$ cat src/rtl/bram_port_arbiter.sv
// Two-requester front end for one single-port BRAM: per-access arbitration, lock for atomic RMW,
// 1-cycle read-latency tracking. Define BRAM_ARB_ROUND_ROBIN_EN for round-robin; default is fixed priority (port 0).
module bram_port_arbiter #(
  parameter int abits  = 8,
  parameter int dbytes = 4,
  parameter int blen   = 8
) (
  input  logic                    clk,
  input  logic                    rst_n,
  input  logic                    p0_req,
  input  logic [dbytes-1:0]       p0_we,
  input  logic [abits-1:0]        p0_addr,
  input  logic [dbytes*blen-1:0]  p0_wdata,
  input  logic                    p0_lock,
  output logic                    p0_gnt,
  output logic                    p0_rvalid,
  output logic [dbytes*blen-1:0]  p0_rdata,
  input  logic                    p1_req,
  input  logic [dbytes-1:0]       p1_we,
  input  logic [abits-1:0]        p1_addr,
  input  logic [dbytes*blen-1:0]  p1_wdata,
  input  logic                    p1_lock,
  output logic                    p1_gnt,
  output logic                    p1_rvalid,
  output logic [dbytes*blen-1:0]  p1_rdata,
  output logic [dbytes-1:0]       ram_we,
  output logic [abits-1:0]        ram_addr,
  output logic [dbytes*blen-1:0]  ram_wdata,
  input  logic [dbytes*blen-1:0]  ram_rdata,
  output logic [1:0]              o_dbg_owner,
  output logic                    o_dbg_last_gnt
);
  localparam int dbits = dbytes * blen;

  // Handshake: a transfer happens in the cycle where pN_req && pN_gnt; pN_rvalid pulses exactly one cycle later.
  typedef enum logic [1:0] {
    OWN_IDLE  = 2'd0,
    OWN_LOCK0 = 2'd1,
    OWN_LOCK1 = 2'd2
  } owner_t;

  owner_t             r_owner;
  logic               r_last_gnt;
  logic [1:0]         r_rvalid;
  logic [abits-1:0]   r_addr_hold;
  logic [dbits-1:0]   r_wdata_hold;
  logic               w_gnt0;
  logic               w_gnt1;

  always_comb begin
    w_gnt0 = 1'b0;
    w_gnt1 = 1'b0;
    if (rst_n) begin
      case (r_owner)
        OWN_LOCK0: w_gnt0 = p0_req;
        OWN_LOCK1: w_gnt1 = p1_req;
        default: begin
          if (p0_req && p1_req) begin
`ifdef BRAM_ARB_ROUND_ROBIN_EN
            w_gnt0 = r_last_gnt;
            w_gnt1 = ~r_last_gnt;
`else
            w_gnt0 = 1'b1;
`endif
          end else begin
            w_gnt0 = p0_req;
            w_gnt1 = p1_req;
          end
        end
      endcase
    end
  end

  // Idle cycles keep the RAM address/data stable at the last transferred values.
  always_comb begin
    ram_we    = '0;
    ram_addr  = r_addr_hold;
    ram_wdata = r_wdata_hold;
    if (w_gnt0) begin
      ram_we    = p0_we;
      ram_addr  = p0_addr;
      ram_wdata = p0_wdata;
    end else if (w_gnt1) begin
      ram_we    = p1_we;
      ram_addr  = p1_addr;
      ram_wdata = p1_wdata;
    end
  end

  always_ff @(posedge clk or negedge rst_n) begin
    if (!rst_n) begin
      r_owner      <= OWN_IDLE;
      r_last_gnt   <= 1'b1;
      r_rvalid     <= 2'b00;
      r_addr_hold  <= '0;
      r_wdata_hold <= '0;
    end else begin
      r_rvalid <= {w_gnt1, w_gnt0};
      if (w_gnt0 || w_gnt1) begin
        r_last_gnt   <= w_gnt1;
        r_addr_hold  <= ram_addr;
        r_wdata_hold <= ram_wdata;
      end
      case (r_owner)
        OWN_IDLE: begin
          if (w_gnt0 && p0_lock)      r_owner <= OWN_LOCK0;
          else if (w_gnt1 && p1_lock) r_owner <= OWN_LOCK1;
        end
        // While locked, req implies grant, so dropping lock covers both exit cases.
        OWN_LOCK0: if (!p0_lock) r_owner <= OWN_IDLE;
        OWN_LOCK1: if (!p1_lock) r_owner <= OWN_IDLE;
        default:   r_owner <= OWN_IDLE;
      endcase
    end
  end

  assign p0_gnt         = w_gnt0;
  assign p1_gnt         = w_gnt1;
  assign p0_rvalid      = r_rvalid[0];
  assign p1_rvalid      = r_rvalid[1];
  assign p0_rdata       = ram_rdata;
  assign p1_rdata       = ram_rdata;
  assign o_dbg_owner    = r_owner;
  assign o_dbg_last_gnt = r_last_gnt;

endmodule
$ cat config.mk
export PLATFORM = sky130hd
export DESIGN_NAME = bram_port_arbiter
export DESIGN_NICKNAME = d
export VERILOG_FILES = /design/src/rtl/bram_port_arbiter.sv
export SDC_FILE = /design/constraint.sdc
export NUM_CORES = 1
export LEC_CHECK = 0
export ABC_AREA = 1
export CAP_MARGIN = 20
export CORE_MARGIN = 10
export CORE_UTILIZATION = 45
export DETAILED_ROUTE_END_ITERATION = 10
export DONT_BUFFER_PORTS = 1
export PLACE_DENSITY_LB_ADDON = 0.2
export SLEW_MARGIN = 20
export SYNTH_ARGS = -nofsm -noshare
export SYNTH_HDL_FRONTEND = slang
export SYNTH_SLANG_ARGS = --single-unit
$ cat constraint.sdc
create_clock -name clk -period 1.8 [get_ports clk]
set_input_delay 0.27 -clock clk [delete_from_list [all_inputs] [get_ports clk]]
set_output_delay 0.27 -clock clk [all_outputs]
set_load 0.005 [all_outputs]
==> impl_summary.md <==
Critical path
The worst register-to-register path has a setup slack of 0.02 ns. The number of cells traversed by the worst register-to-register path is 10. The end of the critical path is ram_wdata[21]. The critical path starts at o_dbg_owner[0]. The startpoint identified for the worst register-to-register timing path is o_dbg_owner[0].

The worst setup path is launched from a register. The setup path with the least slack is of type reg2out. The worst path required time is about 1.5 ns. The critical path endpoint category is an output port. The worst endpoint data arrival time is 1.87 ns. The maximum net fanout on the critical path is 10. The endpoint of the worst register-to-register path is r_addr_hold[5].

Run status
The flow ran to the end, but the final reports show violations. The final reports fail on negative setup slack.

Clock network
The H-tree was split into 2 levels. The count of clock tree sinks is 45. The maximum clock insertion buffer count is 2.

TritonCTS built the clock tree. The cell at the root of the clock tree is clkbuf_8. Clock-pin slew was measured on the worst setup and hold paths at about 0.080 ns. The clock latency reported for the late side of the worst-skew pair is 0.29 ns. The total clock buffers created by CTS is 5.

Floorplan
The die width is between 100 and 150 um. Measured along the y axis, the die boundary spans around 100 um. The floorplan step defined a die boundary enclosing 10300 um2. In this run the count of I/O pins placed on the die edge is around 240.

The area of the core is 6390 um2. Row generation in the floorplan step produced 29 rows. The initial standard-cell utilization of the core is a little under half.

Routing
The detailed-route via count is 2736. The DRC violation count after routing is 0. The first detailed-routing pass ran for 4 iterations.

Using the TritonRoute via totals, the vias-per-cell ratio works out to 5.80. The number of violations reported at the end of detailed-routing iteration 0 is 67. The average routed wire per standard cell is 23.5 um. The post-detailed-routing wire length is approximately 11 mm.

The final antenna-violating net count is 0.

Power
The net switching power of the design is 0.00253 W. In this run the static leakage power is 2.22 nW. Across the VDD grid, the largest voltage drop is 745 uV. The clock network power share is around 9.9%. The share of total power dissipated in combinational logic is around three fifths. The power density relative to cell area is approximately 1300 nW/um2.

Of the total power, registers draw 28.4%. The switching power share of the total is a little over two fifths. The internal power of the cells totals 0.00355 W. The design draws 0.00609 W.

Logic synthesis
The post-synthesis sequential element count is 45. After synthesis, flip-flops and latches occupy 37.9% of the total area. Averaged over all synthesized cells, the footprint is just under 8 um2. After synthesis, the largest area contributor takes up a little under two fifths of total cell area.

The cell type with the highest aggregate area in the netlist is dfrtp_1. Yosys printed 0 warnings. Counting every net in the synthesized netlist gives roughly 500. Sorting the synthesized cells by area gives the leading types as dfrtp_1 37%, nand3_1 27%, buf_4 17%.

After synthesis the cells add up to approximately 3000 um2. The instance count of the mapped netlist is 377. The number of distinct library cells after synthesis is 18.

Min path
The depth of the worst hold-timing path is 2. The class of the most critical hold timing path is in2reg.

GRT
The final global-route overflow total is 0. Entering global routing, the biggest net connects 46 pins. The number of antenna violations at the first check in global routing is 0. The first global-routing pass estimated 16.6 mm of wire. The via count of the first global-routing pass was 3016.

Global routing used 20.2% of the available tracks across all layers.

STA
The final worst clock skew is 0.00545 ns. The highest achievable clock rate is 0.467 GHz. The max-slew headroom at the worst pin is 84.1%. The number of max-slew violations in the final report is 0. Setup slack on the critical path of the routed design comes to -0.342 ns. The slew at the pin with the worst max-slew slack is 0.239 ns. The final-report setup violation count is 46. The final hold violation count came to 0. Setup repair after global routing could not meet its margin everywhere. Counting I/O delays and the setup requirement, the final critical path takes 2.14 ns. The final critical path takes up 119% of the cycle.

Placement
The routability congestion estimate from global placement is 0.739. The post-DP HPWL is 6.14 mm. Before CTS, the worst setup slack after placement is -0.129 ns. Port buffering added 0 buffers.

Final layout
The repair_antennas step left the layout with diodes totalling 0. In the final layout, the share of cells above drive strength 1 is 68.6%. Compared with the post-synthesis result, the final layout area differs by 55.7%. For this run, the share of the core covered by cells in the final layout is 72.6%. The layout has 441 filler cells. The area occupied by registers is 1130 um2.

Summing all multi-input logic gate instances after layout gives between 2000 and 2500 um2. The net count of the finished layout is 523.

Flow run
The number of maximum-capacitance violations is 0.
[metal layers]
metal	share of wire, %	GRT usage (%)	vias to the layer above
met2	50	34.4	132
met4	1.4	5.68	0
met3	8.6	7.56	20
li1	-	-	1267
met1	40	23.3	1317
met5	0	0	-
[state kept, by name, summed over array words and instances (netlist names)]
register and flops:
o_dbg_owner 2, r_addr_hold 8, o_dbg_last_gnt 1, r_rvalid 2, r_wdata_hold 32
[worst max-delay path, cell delays in order, from the launching register on]
cell	delay, ns
dfrtp_1	0.40
inv_2	0.09
ha_4	0.21
buf_6	0.11
a21oi_4	0.19
buf_6	0.16
inv_12	0.07
buf_16	0.16
nand3_2	0.09
nand3_2	0.11
[kinds of logic after synthesis]
| kind of cell | Yosys count | share of synthesized area [%] |
|---|---|---|
| AND/OR/NAND/NOR | 231 | 37.3 |
| flip-flops | 45 | 37.9 |
| adder cells (fa/ha/maj) | 3 | 1.26 |
| buffers and inverters | 96 | 23.2 |
| AO/OA/AOI/OAI | 2 | 0.462 |
[timing repair]
| action | CTS | global route |
|---|---|---|
| cloned | 13 | 5 |
| pin swaps | 12 | 9 |
| endpoints found under the hold margin | 45 | 0 |
| buffers inserted | 12 | 0 |
| hold buffers | 2 | 0 |
| setup endpoints to repair | 59 | 53 |
| resized for setup | 198 | 37 |
[placed cells by master, fill, tap and decap left out]
master | Yosys | layout
clkbuf_8 | 0 | 5
dfstp_2 | 1 | 1
nand2_2 | 0 | 30
buf_12 | 0 | 10
or2_2 | 1 | 1
inv_12 | 0 | 2
nor2_4 | 0 | 2
a21oi_4 | 0 | 1
clkbuf_1 | 3 | 2
ha_2 | 0 | 1
a21oi_1 | 1 | 1
nand4_1 | 2 | 2
buf_6 | 9 | 6
inv_1 | 8 | 3
nand2_1 | 60 | 29
dlygate4sd3_1 | 0 | 1
clkinv_2 | 0 | 1
buf_8 | 0 | 7
nand3_2 | 5 | 107
buf_4 | 67 | 56
dfrtp_1 | 44 | 44
clkbuf_16 | 0 | 5
ha_4 | 0 | 2
inv_2 | 1 | 4
nand3_4 | 0 | 17
nand3_1 | 161 | 42
nand2_4 | 0 | 1
buf_16 | 0 | 12
[Yosys cell counts (all sizes together)]
master and count:
inv 9, nor2 2, buf 84, or2 1, dfstp 1, nand4 2
dfrtp 44, ha 3, nand3 166, clkbuf 3, a21oi 2, nand2 60
[how the worst min path moves through the flow]
stage                  from                to
2_1_floorplan         rst_n    o_dbg_owner[0]
3_3_place_gp          rst_n    r_addr_hold[6]
3_5_place_dp          rst_n       r_rvalid[0]
4_1_cts         p0_wdata[2]   r_wdata_hold[2]
5_1_grt        p0_wdata[12]  r_wdata_hold[12]
6_report        p0_wdata[6]   r_wdata_hold[6]
[power by group through the flow]
stage          logic, W  registers [W]  clock network, W
2_1_floorplan   0.00159        0.00161                 0
3_3_place_gp    0.00208        0.00163                 0
3_5_place_dp    0.00213        0.00164                 0
4_1_cts         0.00355        0.00171          0.000632
5_1_grt         0.00409        0.00177          0.000655
6_report        0.00375        0.00173          0.000605
[cell type report]
class	count	area share, %
Sequential cell	45	24.3
Inverter	9	1.27
Tap cell	77	2.08
Timing Repair Buffer	97	27.1
Clock inverter	1	0.108
Multi-Input combinational cell	236	43.4
Clock buffer	7	1.65
[metrics by stage]
| step | hold WS (ns) | setup TNS [ns] | instance area (um2) | cells |
|---|---|---|---|---|
| 6_report | 0.120 | -14.43 | 4640 | 472 |
| 5_1_grt | 0.121 | -18.69 | 4640 | 472 |
| 3_3_place_gp | -0.0238 | -1.94 | 2970 | 435 |
| 3_5_place_dp | -0.0236 | -3.44 | 2970 | 435 |
| 4_1_cts | 0.111 | -12.79 | 4420 | 470 |
| 2_1_floorplan | -0.0256 | 0 | 2980 | 377 |
Power figures use the tool's default switching activity.
